**config.mk**
```make
export PLATFORM = sky130hd
export DESIGN_NAME = bloom_filter_engine_flat
export DESIGN_NICKNAME = d
export VERILOG_FILES = /design/src/rtl/bloom_filter_engine_if.sv /design/src/rtl/bloom_filter_engine.sv /design/src/flat_wrapper.sv
export SDC_FILE = /design/constraint.sdc
export NUM_CORES = 1
export LEC_CHECK = 0
export BUFFER_PORTS_ARGS = -buffer_cell sky130_fd_sc_hd__clkbuf_2
export CAP_MARGIN = 20
export CELL_PAD_IN_SITES_DETAIL_PLACEMENT = 1
export CELL_PAD_IN_SITES_GLOBAL_PLACEMENT = 2
export CORE_MARGIN = 10
export CORE_UTILIZATION = 39
export DETAILED_ROUTE_END_ITERATION = 8
export GPL_ROUTABILITY_DRIVEN = 0
export PLACE_DENSITY_LB_ADDON = 0.2
export SYNTH_ARGS = -nofsm -noshare
export SYNTH_HDL_FRONTEND = slang
export SYNTH_SLANG_ARGS = --single-unit
```
**constraint.sdc**
```tcl
create_clock -name clk -period 6.2 [get_ports clk]
set_clock_uncertainty 0.05 [all_clocks]
set_input_delay 0.93 -clock clk [delete_from_list [all_inputs] [get_ports clk]]
set_output_delay 0.93 -clock clk [all_outputs]
set_load 0.01 [all_outputs]
```
**src/rtl/bloom_filter_engine_if.sv**
```systemverilog
// Request/response handshake bundle for bloom_filter_engine.
//   in_valid/in_ready/in_op/in_key     : upstream request channel
//   out_valid/out_ready/out_hit/out_op : downstream response channel
// slave  : the engine side
// master : the requester/consumer side
interface bloom_filter_engine_if #(
  parameter int unsigned KEY_W = 56
) ();
  logic             in_valid;
  logic             in_ready;
  logic [1:0]       in_op;
  logic [KEY_W-1:0] in_key;
  logic             out_valid;
  logic             out_ready;
  logic             out_hit;
  logic [1:0]       out_op;

  modport slave (
    input  in_valid, in_op, in_key, out_ready,
    output in_ready, out_valid, out_hit, out_op
  );

  modport master (
    output in_valid, in_op, in_key, out_ready,
    input  in_ready, out_valid, out_hit, out_op
  );
endinterface

```
**src/rtl/bloom_filter_engine.sv**
```systemverilog
// Stateful Bloom filter: holds an M-bit array and executes QUERY, INSERT and
// CLEAR requests through a two-stage valid/ready pipeline.
//   clk, rst_n  : rising-edge clock, asynchronous active-low reset
//   bus         : request/response handshake (slave modport)
//   bloom_bits  : registered array contents after the latest commit
//   insert_cnt  : INSERTs committed since reset/CLEAR, saturating
// Stage A holds the accepted request; the op commits to the array as it
// moves into stage B, which holds the response presented downstream.
module bloom_filter_engine #(
  parameter int unsigned KEY_W    = 56,
  parameter int unsigned M        = 64,
  parameter int unsigned NUM_HASH = 3,
  parameter int unsigned ROT      = 7,
  parameter int unsigned CNT_W    = 16
) (
  input  logic                 clk,
  input  logic                 rst_n,
  bloom_filter_engine_if.slave bus,
  output logic [M-1:0]         bloom_bits,
  output logic [CNT_W-1:0]     insert_cnt
);

  localparam int unsigned LOG2M  = $clog2(M);
  localparam int unsigned NCHUNK = (KEY_W + LOG2M - 1) / LOG2M;
  localparam int unsigned PADW   = NCHUNK * LOG2M;

  typedef enum logic [1:0] {
    OP_QUERY  = 2'd0,
    OP_INSERT = 2'd1,
    OP_CLEAR  = 2'd2,
    OP_RSVD   = 2'd3
  } op_e;

  // Rotate left by (k*ROT) mod KEY_W, zero-pad to whole chunks, fold by XOR.
  // Rotation is taken from the doubled key so a zero shift needs no special case.
  function automatic logic [LOG2M-1:0] hash_idx(input logic [KEY_W-1:0] key,
                                                input int unsigned      k);
    logic [2*KEY_W-1:0] dbl;
    logic [PADW-1:0]    padded;
    logic [LOG2M-1:0]   idx;
    int unsigned        sh;
    sh     = (k * ROT) % KEY_W;
    dbl    = {key, key} >> (KEY_W - sh);
    padded = '0;
    padded[KEY_W-1:0] = dbl[KEY_W-1:0];
    idx    = '0;
    for (int unsigned c = 0; c < NCHUNK; c++) begin
      idx = idx ^ padded[c*LOG2M +: LOG2M];
    end
    return idx;
  endfunction

  logic             a_valid;
  op_e              a_op;
  logic [KEY_W-1:0] a_key;
  logic             b_valid;
  logic             b_hit;
  op_e              b_op;

  logic             a_adv;
  logic             accept;
  logic             hit;
  logic [M-1:0]     set_mask;
  op_e              in_op_n;

  assign a_adv        = a_valid & (~b_valid | bus.out_ready);
  assign bus.in_ready = ~a_valid | a_adv;
  assign accept       = bus.in_valid & bus.in_ready;
  assign in_op_n      = (op_e'(bus.in_op) == OP_RSVD) ? OP_QUERY : op_e'(bus.in_op);

  assign bus.out_valid = b_valid;
  assign bus.out_hit   = b_hit;
  assign bus.out_op    = b_op;

  // hit reads the array before this edge's write, so an INSERT reports
  // whether the key was already present.
  always_comb begin
    hit      = 1'b1;
    set_mask = '0;
    for (int unsigned k = 0; k < NUM_HASH; k++) begin
      hit = hit & bloom_bits[hash_idx(a_key, k)];
      set_mask[hash_idx(a_key, k)] = 1'b1;
    end
  end

  always_ff @(posedge clk or negedge rst_n) begin
    if (!rst_n) begin
      a_valid <= 1'b0;
      a_op    <= OP_QUERY;
      a_key   <= '0;
    end else if (accept) begin
      a_valid <= 1'b1;
      a_op    <= in_op_n;
      a_key   <= bus.in_key;
    end else if (a_adv) begin
      a_valid <= 1'b0;
    end
  end

  always_ff @(posedge clk or negedge rst_n) begin
    if (!rst_n) begin
      b_valid    <= 1'b0;
      b_hit      <= 1'b0;
      b_op       <= OP_QUERY;
      bloom_bits <= '0;
      insert_cnt <= '0;
    end else if (a_adv) begin
      b_valid <= 1'b1;
      b_op    <= a_op;
      b_hit   <= (a_op == OP_CLEAR) ? 1'b0 : hit;
      case (a_op)
        OP_INSERT: begin
          bloom_bits <= bloom_bits | set_mask;
          if (insert_cnt != '1) insert_cnt <= insert_cnt + 1'b1;
        end
        OP_CLEAR: begin
          bloom_bits <= '0;
          insert_cnt <= '0;
        end
        default: ;
      endcase
    end else if (bus.out_ready) begin
      b_valid <= 1'b0;
    end
  end

endmodule
```
**src/flat_wrapper.sv**
```systemverilog
// flat-port wrapper written by rule: the top's interface ports become plain ports
module bloom_filter_engine_flat 
#(
  parameter int unsigned KEY_W    = 56,
  parameter int unsigned M        = 64,
  parameter int unsigned NUM_HASH = 3,
  parameter int unsigned ROT      = 7,
  parameter int unsigned CNT_W    = 16
)
  (clk, rst_n, bloom_bits, insert_cnt, bus_in_valid, bus_in_op, bus_in_key, bus_out_ready, bus_in_ready, bus_out_valid, bus_out_hit, bus_out_op);
  bloom_filter_engine_if #(.KEY_W(KEY_W)) bus_i ();
  input  logic clk;
  input  logic rst_n;
  output logic [M-1:0] bloom_bits;
  output logic [CNT_W-1:0] insert_cnt;
  input wire logic [$bits(bus_i.in_valid)-1:0] bus_in_valid;
  input wire logic [$bits(bus_i.in_op)-1:0] bus_in_op;
  input wire logic [$bits(bus_i.in_key)-1:0] bus_in_key;
  input wire logic [$bits(bus_i.out_ready)-1:0] bus_out_ready;
  output wire logic [$bits(bus_i.in_ready)-1:0] bus_in_ready;
  output wire logic [$bits(bus_i.out_valid)-1:0] bus_out_valid;
  output wire logic [$bits(bus_i.out_hit)-1:0] bus_out_hit;
  output wire logic [$bits(bus_i.out_op)-1:0] bus_out_op;
  assign bus_i.in_valid = bus_in_valid;
  assign bus_i.in_op = bus_in_op;
  assign bus_i.in_key = bus_in_key;
  assign bus_i.out_ready = bus_out_ready;
  assign bus_in_ready = bus_i.in_ready;
  assign bus_out_valid = bus_i.out_valid;
  assign bus_out_hit = bus_i.out_hit;
  assign bus_out_op = bus_i.out_op;
  bloom_filter_engine #(.KEY_W(KEY_W), .M(M), .NUM_HASH(NUM_HASH), .ROT(ROT), .CNT_W(CNT_W)) u_core (.clk(clk), .rst_n(rst_n), .bus(bus_i), .bloom_bits(bloom_bits), .insert_cnt(insert_cnt));
endmodule
```
==> impl_metrics.py, run 1 <==
metrics = {
    "logic_synthesis": {
        "synthDistinctLibCells": 68,
        "synth_cells": 971,
        "synth_edf_count": 0,
        "yosys_warnings": 0,
        "avgSynthCellArea_um2": 9.651,
        "synth-main-ff-cell": "dfrtp_1",
        "async_flop_share_pct": 100.0,
        "syn_area_um2": 9371,
        "syn_nets": 1036,
        "synth-seq-cells": 143,
        "yosysSeqAreaShare_pct": 38.18,
    },
    "setup_path": {
        "path_cells": "xnor3_1, xnor3_4, xnor2_4, nand2_1, nor2_1, a22oi_1, a21oi_1, o21a_1",
        "r2r_cells": 8,
        "crit_family": "XOR/XNOR gates",
        "max_stage_delay_ns": 0.95,
        "reg2reg_to": "u_core.bloom_bits[21]$_DFFE_PN0P_",
        "crit_required_ns": 6.51,
        "endpoint_kind": "register",
        "cp-start-kind": "register",
        "worstSetupStartpoint": "u_core.a_key[18]$_DFFE_PN0P_",
        "ff2ff_setup_slack_ns": 1.95,
        "path_class": "register to register",
        "slowest_stage": "nor2_1",
        "crit_fanout": 27,
        "timing.rr.start": "u_core.a_key[18]$_DFFE_PN0P_",
        "worstPathArrival_ns": 4.56,
        "crit_buf_inv": 0,
    },
    "sta": {
        "finalSetupTns_ns": 0,
        "fmax_mhz": 235.4,
        "min_period_over_period_pct": 68.52,
        "layout_setup_ws_ns": 1.952,
        "finalSetupViolations": 0,
        "grt_setup_unrepaired": "false",
        "relSlewSlack_pct": 18.12,
        "hold_viol_final": 0,
        "drv_slew": 0,
        "worst_slew_pin_slew_ns": 1.224,
        "final.min_clock_period_ns": 4.248,
    },
    "route": {
        "detail_route.vias_per_cell": 6.046,
        "first_pass_iters": 6,
        "drc_errors": 0,
        "vias": 8748,
        "post_drt_wl_per_cell_um": 25.93,
        "drt-initial-drc-count": 947,
        "ant_nets": 0,
        "totalWireLength_mm": 37.53,
    },
    "clocking": {
        "root_buffer": "clkbuf_16",
        "worstSkewPairLatency_ns": 0.45,
        "cts_resized": 0,
        "cts.htree.levels": 4,
        "ctsHoldBuffers": 0,
        "cts_setup_buffers": 0,
        "cts_buffers": 17,
        "cts_tree": "built",
        "path_clk_slew_ns": 0.08,
        "cts_sinks": 143,
        "cts_buffer_depth": 2,
    },
    "placement": {
        "io_buffer_count": 146,
        "pre_cts_slack_ns": 2.096,
        "dpl.hpwl_mm": 25.94,
    },
    "floorplan": {
        "die_w_um": 175.0,
        "core_area_um2": 23540,
        "start_util_pct": 39.81,
        "num_rows": 56,
        "die_y_um": 175.0,
        "die_area_um2": 30630,
        "ioPinCount": 147,
    },
    "finish": {
        "final_common_cell": "nand2_1",
        "fill_cells": 2742,
        "antenna_cells": 0,
        "final_cell_mix": "nand2_1 (151), clkbuf_2 (145), dfrtp_1 (143)",
        "layout.nets": 1180,
        "syn_to_final_growth_pct": 18.44,
        "drive_gt1_share_pct": 28.10,
    },
    "worst_hold_path": {
        "hp-class": "register to register",
        "hp-start": "u_core.bus.out_op[1]$_DFFE_PN0P_",
        "hold-path-endpoint": "u_core.bus.out_op[1]$_DFFE_PN0P_",
        "worstHoldPathCells": 2,
    },
    "global_route": {
        "overflow": 0,
        "antenna_found_initial": 0,
        "grt_max_degree": 90,
        "grt_pass1_vias": 9290,
        "grt_pass1_wl_mm": 57.55,
        "grtUsageTotal_pct": 24.16,
    },
    "run_status": {
        "status": "complete, no violations",
    },
    "run": {
        "drv_cap": 0,
    },
}
-- Yosys cell counts (12+ instances only) --
master	number	area, um2
nand3_1	16	80.08
clkbuf_1	12	45.04
o21ai_0	17	85.08
mux2_2	58	653.1
a21oi_1	73	365.4
nor2_1	92	345.3
a22oi_1	63	473.0
o21a_1	64	480.5
xnor2_1	36	315.3
nand2_1	152	570.6
mux2i_1	15	150.1
buf_1	15	56.30
o22ai_1	14	87.58
xor2_1	17	148.9
nor3_1	16	80.08
dfrtp_1	143	3578
-- worst min-delay path, cell delays in order, from the launching register on --
cell     delay (ns)
dfrtp_1        0.36
nand2_1        0.05
o21ai_0        0.07
-- how the worst max path moves through the flow --
stage / endpoint / cells after the start / slack [ns]
after global routing: u_core.bloom_bits[21]$_DFFE_PN0P_ / 8 / 1.82
after CTS: u_core.bloom_bits[21]$_DFFE_PN0P_ / 8 / 2.06
after detailed placement: u_core.bloom_bits[21]$_DFFE_PN0P_ / 8 / 2.10
after global placement: u_core.bloom_bits[21]$_DFFE_PN0P_ / 8 / 2.15
after floorplan: u_core.insert_cnt[13]$_DFFE_PN0P_ / 11 / 3.20
final: u_core.bloom_bits[21]$_DFFE_PN0P_ / 8 / 1.95
-- routing by layer --
metal / vias up / wire length (um) / GRT usage (%)
li1: 3810 / - / -
met1: 4391 / 15320 / 30.13
met2: 464 / 17510 / 38.88
met3: 83 / 3390 / 6.984
met4: 0 / 1298 / 9.007
met5: - / 0 / 0
-- flip-flops by register name, indices dropped and copies added (netlist names) --
register              cells
u_core.a_key             56
u_core.a_op               2
u_core.a_valid            1
u_core.bloom_bits        64
u_core.bus.out_hit        1
u_core.bus.out_op         2
u_core.bus.out_valid      1
u_core.insert_cnt        16
-- area by class of cell --
| cell class | instances | area, um2 | area share [%] |
|---|---|---|---|
| clock inverter | 15 | 188.9 | 1.702 |
| inverter | 13 | 48.80 | 0.4396 |
| timing repair buffer | 172 | 950.9 | 8.567 |
| tap | 319 | 399.1 | 3.596 |
| sequential | 143 | 3578 | 32.24 |
| clock buffer | 17 | 425.4 | 3.833 |
| multi-input combinational | 768 | 5508 | 49.62 |
-- metrics by stage --
| stage | util [%] | hold WS (ns) | instances | cell area (um2) |
|---|---|---|---|---|
| 3_3_place_gp | 44.30 | 0.4306 | 1410 | 10430 |
| 3_5_place_dp | 44.44 | 0.4465 | 1413 | 10460 |
| 2_1_floorplan | - | 0.4072 | 971 | 9371 |
| 4_1_cts | 47.05 | 0.4683 | 1445 | 11080 |
| 6_report | 47.15 | 0.4653 | 1447 | 11100 |
| 5_1_grt | 47.15 | 0.4769 | 1447 | 11100 |
-- cell families (layout without fill, tap and decap cells) --
logic type | after synthesis | in the layout | synth area share (%)
AOI/OAI and AO/OA | 282 | 282 | 20.71
muxes | 90 | 90 | 12.18
buffers and inverters | 60 | 217 | 3.204
DFF | 143 | 143 | 38.18
and+or+nand+nor | 311 | 311 | 14.11
xor gates and xnor gates | 82 | 82 | 11.21
adders and majority gates | 3 | 3 | 0.4006
Power of run 1 is left out: the tool's default activity adds up to more than one toggle a clock period on the data nets, which glitch-free logic cannot reach.
==> inputs of run 2 (changes only) <==
--- a/config.mk
+++ b/config.mk
@@ -10,7 +10,7 @@
 export CELL_PAD_IN_SITES_DETAIL_PLACEMENT = 1
 export CELL_PAD_IN_SITES_GLOBAL_PLACEMENT = 2
 export CORE_MARGIN = 10
-export CORE_UTILIZATION = 39
+export CORE_UTILIZATION = 36
 export DETAILED_ROUTE_END_ITERATION = 8
 export GPL_ROUTABILITY_DRIVEN = 0
 export PLACE_DENSITY_LB_ADDON = 0.2
==> constraint.sdc (replaced) <==
create_clock -name clk -period 4.2 [get_ports clk]
set_clock_uncertainty 0.05 [all_clocks]
set_input_delay 0.63 -clock clk [delete_from_list [all_inputs] [get_ports clk]]
set_output_delay 0.63 -clock clk [all_outputs]
set_load 0.01 [all_outputs]
==> impl_metrics.py, run 2 (synthesis gave the netlist of run 1 again) <==
metrics = {
    "sta": {
        "worst_slew_pin_slew_ns": 0.9776,
        "finalSetupTns_ns": 0,
        "whs_ns": 0.2295,
        "fmax_mhz": 282.2,
        "hold_viol_final": 0,
        "drv_slew": 0,
        "finalSetupViolations": 0,
        "grt_setup_unrepaired": "false",
        "min_period_over_period_pct": 84.37,
        "relSlewSlack_pct": 34.83,
        "final.min_clock_period_ns": 3.544,
    },
    "clocking": {
        "path_clk_slew_ns": 0.07,
        "cts_buffers": 17,
        "cts.htree.levels": 4,
        "cts_sinks": 143,
        "cts_buffer_depth": 2,
        "root_buffer": "clkbuf_16",
        "ctsHoldBuffers": 0,
        "worstSkewPairLatency_ns": 0.44,
        "cts_setup_buffers": 0,
        "cts_tree": "built",
        "cts_resized": 0,
    },
    "global_route": {
        "grt_pass1_vias": 9367,
        "grt_max_degree": 100,
        "grt_use_met2_pct": 37.09,
        "grtUsageTotal_pct": 22.99,
        "overflow": 0,
        "busiest_layer": "met2",
        "use_met1_pct": 29.96,
        "use_met3_pct": 4.895,
        "antenna_found_initial": 0,
        "grt_pass1_wl_mm": 58.92,
    },
    "finish": {
        "antenna_cells": 0,
        "syn_to_final_growth_pct": 22.07,
        "drive_gt1_share_pct": 30.92,
        "final_common_cell": "nand2_1",
        "final-instance-count-excl-fill": 1504,
        "final_cell_mix": "nand2_1 (151), clkbuf_2 (145), dfrtp_1 (143)",
        "largest_reg_flops": 64,
        "layout.nets": 1226,
        "top_regs": "u_core.bloom_bits (64), u_core.a_key (56), u_core.insert_cnt (16)",
        "regMostFlops": "u_core.bloom_bits",
        "fill_cells": 2955,
    },
    "floorplan": {
        "start_util_pct": 36.90,
        "core_area_um2": 25400,
        "die_area_um2": 32890,
        "die_y_um": 181.3,
        "num_rows": 58,
        "die_w_um": 181.3,
        "ioPinCount": 147,
    },
    "placement": {
        "io_buffer_count": 146,
        "dpl.cell_count": 1472,
        "dpl.hpwl_mm": 28.14,
    },
    "setup_path": {
        "cp-start-kind": "register",
        "endpoint_kind": "register",
        "slowest_stage": "xnor2_2",
        "path_cells": "xnor3_1, xnor3_1, xnor2_2, nand2_1, nor2_1, buf_4, nand2_1, a21oi_1, o21a_1",
        "crit_required_ns": 4.52,
        "worstPathArrival_ns": 3.87,
        "crit_fanout": 12,
        "ff2ff_setup_slack_ns": 0.66,
        "max_stage_delay_ns": 0.68,
        "path_class": "register to register",
    },
    "route": {
        "drc_errors": 0,
        "totalWireLength_mm": 38.33,
        "drt-initial-drc-count": 928,
        "vias": 8895,
        "first_pass_iters": 5,
        "ant_nets": 0,
        "detail_route.vias_per_cell": 5.914,
        "post_drt_wl_per_cell_um": 25.48,
    },
    "run": {
        "drv_cap": 0,
    },
    "run_status": {
        "status": "complete, no violations",
    },
    "worst_hold_path": {
        "hp-class": "input pin to asynchronous set/reset pin",
    },
}
==> run 2: critical path: cells and delay by family (launching register included) <==
family | cells | cell delay (ns)
flops | 1 | 0.39
compound gates | 2 | 0.37
simple gates | 3 | 0.92
buf+inv | 1 | 0.26
xor+xnor | 3 | 1.48
==> run 2: worst paths after layout <==
path | startpoint | endpoint | cells past startpoint
worst max-delay path | u_core.a_key[8]$_DFFE_PN0P_ | u_core.bloom_bits[19]$_DFFE_PN0P_ | 9
worst min-delay path | rst_n | u_core.a_key[14]$_DFFE_PN0P_ | 1
worst max register to register | u_core.a_key[8]$_DFFE_PN0P_ | u_core.bloom_bits[19]$_DFFE_PN0P_ | 9
worst min register to register | u_core.bus.out_op[1]$_DFFE_PN0P_ | u_core.bus.out_op[1]$_DFFE_PN0P_ | 2
max in group asynchronous | rst_n | u_core.bloom_bits[63]$_DFFE_PN0P_ | 2
min in group clk | bus_in_valid | u_core.a_valid$_DFFE_PN0P_ | 2
==> run 2: area by class of cell <==
class | instances | area (um2) | share of cell area [%]
multi-input combinational | 768 | 5508 | 48.15
sequential | 143 | 3578 | 31.28
timing repair buffer | 218 | 1277 | 11.17
clock buffer | 17 | 425.4 | 3.719
tap | 330 | 412.9 | 3.609
clock inverter | 15 | 188.9 | 1.652
inverter | 13 | 48.80 | 0.4266
==> run 2: through the flow <==
step	instance area [um2]	util, %	worst slack (ns)
3_3_place_gp	10830	42.62	0.7547
6_report	11440	45.04	0.6564
4_1_cts	11440	45.04	0.7011
3_5_place_dp	10830	42.62	0.7083
5_1_grt	11440	45.04	0.3665
2_1_floorplan	9371	-	1.259
==> run 2: layer usage <==
metal  share of wire (%)  vias to the layer above
met2                  47                      429
li1                    -                     3907
met1                  42                     4481
met4                 2.8                        0
met5                   0                        -
met3                 8.2                       78
Power of run 2 is left out for the same reason.
==> inputs of run 3 (changes only) <==
--- a/config.mk
+++ b/config.mk
@@ -5,12 +5,13 @@
 export SDC_FILE = /design/constraint.sdc
 export NUM_CORES = 1
 export LEC_CHECK = 0
+export ABC_AREA = 1
 export BUFFER_PORTS_ARGS = -buffer_cell sky130_fd_sc_hd__clkbuf_2
 export CAP_MARGIN = 20
 export CELL_PAD_IN_SITES_DETAIL_PLACEMENT = 1
 export CELL_PAD_IN_SITES_GLOBAL_PLACEMENT = 2
 export CORE_MARGIN = 10
-export CORE_UTILIZATION = 36
+export CORE_UTILIZATION = 31
 export DETAILED_ROUTE_END_ITERATION = 8
 export GPL_ROUTABILITY_DRIVEN = 0
 export PLACE_DENSITY_LB_ADDON = 0.2
==> constraint.sdc (replaced) <==
create_clock -name clk -period 3.4 [get_ports clk]
set_clock_uncertainty 0.05 [all_clocks]
set_input_delay 0.51 -clock clk [delete_from_list [all_inputs] [get_ports clk]]
set_output_delay 0.51 -clock clk [all_outputs]
set_load 0.01 [all_outputs]
==> impl_metrics.py, run 3 <==
metrics = {
    "global_route": {
        "grt_max_degree": 68,
        "grtUsageTotal_pct": 21.87,
        "overflow": 0,
        "grt_pass1_vias": 11700,
        "grt_pass1_wl_mm": 70.11,
        "antenna_found_initial": 0,
    },
    "logic_synthesis": {
        "synth-seq-cells": 143,
        "synthDistinctLibCells": 36,
        "synth_edf_count": 0,
        "syn_nets": 1692,
        "yosys.area.top_type": "dfrtp_1",
        "synthTopCellsByArea": "dfrtp_1 (35%), nand2_1 (25%), nand3_1 (7.0%), inv_1 (5.4%), o21ai_0 (5.3%)",
        "synth_cells": 1627,
        "syn_area_um2": 10350,
        "yosysSeqAreaShare_pct": 34.57,
        "synth_top_area_share_pct": 34.57,
        "avgSynthCellArea_um2": 6.363,
        "yosysMostFrequentCell": "nand2_1",
        "synth-main-ff-cell": "dfrtp_1",
        "async_flop_share_pct": 100.0,
        "synthTopCellsByCount": "nand2_1 (676), inv_1 (149), nand3_1 (145)",
        "yosys_warnings": 0,
    },
    "power": {
        "switchingPower_mw": 7.190,
        "netSwitchingFraction_pct": 55.33,
        "clockPowerShare_pct": 16.1,
        "p_int_mw": 5.805,
        "combPwrFrac_pct": 62.9,
        "vdd_drop_max_mv": 0.5270,
        "power_density_nw_per_um2": 1051,
        "p_leak_nw": 6.318,
        "p_seq_share_pct": 21.0,
    },
    "sta": {
        "relSlewSlack_pct": 52.25,
        "grt_setup_unrepaired": "false",
        "final.min_clock_period_ns": 2.989,
        "finalSetupViolations": 0,
        "layout_setup_ws_ns": 0.4106,
        "min_period_over_period_pct": 87.92,
        "fmax_mhz": 334.5,
        "worst_slew_pin_slew_ns": 0.7162,
        "hold_viol_final": 0,
        "finalSetupTns_ns": 0,
        "drv_slew": 0,
    },
    "route": {
        "post_drt_wl_per_cell_um": 20.20,
        "detail_route.vias_per_cell": 5.098,
        "totalWireLength_mm": 45.09,
        "first_pass_iters": 5,
        "drc_errors": 0,
        "ant_nets": 0,
        "drt-initial-drc-count": 683,
        "vias": 11380,
    },
    "clocking": {
        "cts_buffer_depth": 2,
        "cts.htree.levels": 4,
        "cts_sinks": 143,
        "worstSkewPairLatency_ns": 0.45,
        "ctsHoldBuffers": 0,
        "cts_buffers": 17,
        "cts_setup_buffers": 0,
        "root_buffer": "clkbuf_16",
        "cts_tree": "built",
        "path_clk_slew_ns": 0.08,
        "cts_resized": 0,
    },
    "setup_path": {
        "max_stage_delay_ns": 0.38,
        "timing.rr.start": "u_core.a_key[35]$_DFFE_PN0P_",
        "crit_family": "simple AND/OR/NAND/NOR gates",
        "endpoint_kind": "register",
        "cp-start-kind": "register",
        "crit_buf_inv": 2,
        "path_cells": "inv_1, nand2_1, nand2_1, nand2_1, nand2_1, nand3_1, nand2_2, nand2_4, nand2_2, buf_4, nand2_1, o21ai_0, nand2_1, nand2_1, nand2_1, nand3_1, nand3_1, nand2_1, nor2_1, nand3_1, nand2_1",
        "worstSetupStartpoint": "u_core.a_key[35]$_DFFE_PN0P_",
        "path_class": "register to register",
        "slowest_stage": "nand2_2",
        "crit_required_ns": 3.70,
        "crit_top_cell": "nand2_1",
        "crit_fanout": 19,
        "worstPathArrival_ns": 3.29,
    },
    "floorplan": {
        "die_area_um2": 41100,
        "ioPinCount": 147,
        "die_y_um": 202.7,
        "start_util_pct": 31.58,
        "die_w_um": 202.7,
        "core_area_um2": 32780,
        "num_rows": 66,
    },
    "finish": {
        "largest_reg_flops": 64,
        "syn_to_final_growth_pct": 19.39,
        "layout.nets": 1843,
        "regMostFlops": "u_core.bloom_bits",
        "design_area_um2": 12360,
        "drive_gt1_share_pct": 17.15,
        "fill_cells": 4369,
        "final_common_cell": "nand2_1",
        "final-instance-count-excl-fill": 2232,
        "final_cell_mix": "nand2_1 (676), inv_1 (148), nand3_1 (145), clkbuf_2 (145), dfrtp_1 (143)",
        "antenna_cells": 0,
        "top_regs": "u_core.bloom_bits (64), u_core.a_key (56), u_core.insert_cnt (16)",
    },
    "worst_hold_path": {
        "hp-class": "input pin to asynchronous set/reset pin",
    },
    "placement": {
        "io_buffer_count": 146,
        "placed_cell_area_um2": 11740,
        "dpl.hpwl_mm": 33.92,
        "pre_cts_slack_ns": 0.4155,
        "dpl.cell_count": 2201,
    },
    "run_status": {
        "status": "complete, no violations",
    },
    "run": {
        "drv_cap": 0,
    },
}
==> run 3: changes by cell type after synthesis, sizes merged, moves of 14 or more <==
cell,delta
inv,+163
mux2i,-15
xnor2,-32
mux2,-63
nand3,+133
a22oi,-60
nand2,+551
nor2,-16
o211ai,+18
o21ai,+120
o22ai,-14
o21a,-64
==> run 3: kinds of logic after synthesis <==
kind of cell | after synthesis | synth area share [%]
flops | 143 | 34.57
fa+ha+maj | 3 | 0.3626
buf+inv | 231 | 9.198
xor+xnor | 38 | 3.469
simple gates | 954 | 38.90
compound gates | 258 | 13.50
==> run 3: through the flow <==
step                util [%]  hold slack (ns)  total power [mW]
floorplan                  -           0.1644             7.644
global placement       35.80           0.4409             10.78
detailed placement     35.80           0.4447             10.87
CTS                    37.70          0.05990             13.00
global route           37.70          0.08454             13.99
finish                 37.70          0.03795             13.00
==> run 3: power by group through the flow <==
stage | Combinational, mW | Clock [mW] | Sequential (mW)
floorplan | 4.83 | 0 | 2.82
global placement | 8.03 | 0 | 2.75
detailed placement | 8.10 | 0 | 2.77
CTS | 8.14 | 2.12 | 2.74
global route | 8.98 | 2.19 | 2.81
finish | 8.18 | 2.09 | 2.73
==> run 3: metal layers <==
metal,GRT usage [%],wire [um],vias up
li1,-,-,5482
met4,8.340,1466,0
met5,0,0,-
met1,28.03,20040,5497
met2,35.79,21140,315
met3,4.060,2450,85
==> run 3: worst paths after layout <==
check	endpoint	slack, ns	depth (start not counted)
worst max-delay path	u_core.bus.out_hit$_DFFE_PN0P_	0.41	21
worst min-delay path	u_core.insert_cnt[10]$_DFFE_PN0P_	0.04	1
worst max register to register	u_core.bus.out_hit$_DFFE_PN0P_	0.41	21
worst min register to register	u_core.a_key[20]$_DFFE_PN0P_	0.46	2
max in group asynchronous	u_core.bloom_bits[3]$_DFFE_PN0P_	2.49	2
min in group clk	u_core.a_key[25]$_DFFE_PN0P_	0.21	3
==> run 3: final cells by class <==
class	instances	area (um2)	area share, %
multi-input cells	1253	5842	47.27
inverters	177	664.4	5.376
flip-flops and latches	143	3578	28.95
repair buffers	186	1100	8.898
well taps	442	553.0	4.475
clock buffers	22	464.2	3.756
clock inverters	9	157.7	1.276
==> run 3: worst register-to-register path: cells and delay by family, from the launching register on <==
kind,cells,cell delay [ns]
buffers and inverters,2,0.43
AO/OA/AOI/OAI,1,0.08
AND/OR/NAND/NOR,18,1.96
flip-flops,1,0.37
Note: power is estimated with default switching activity, not from simulation.
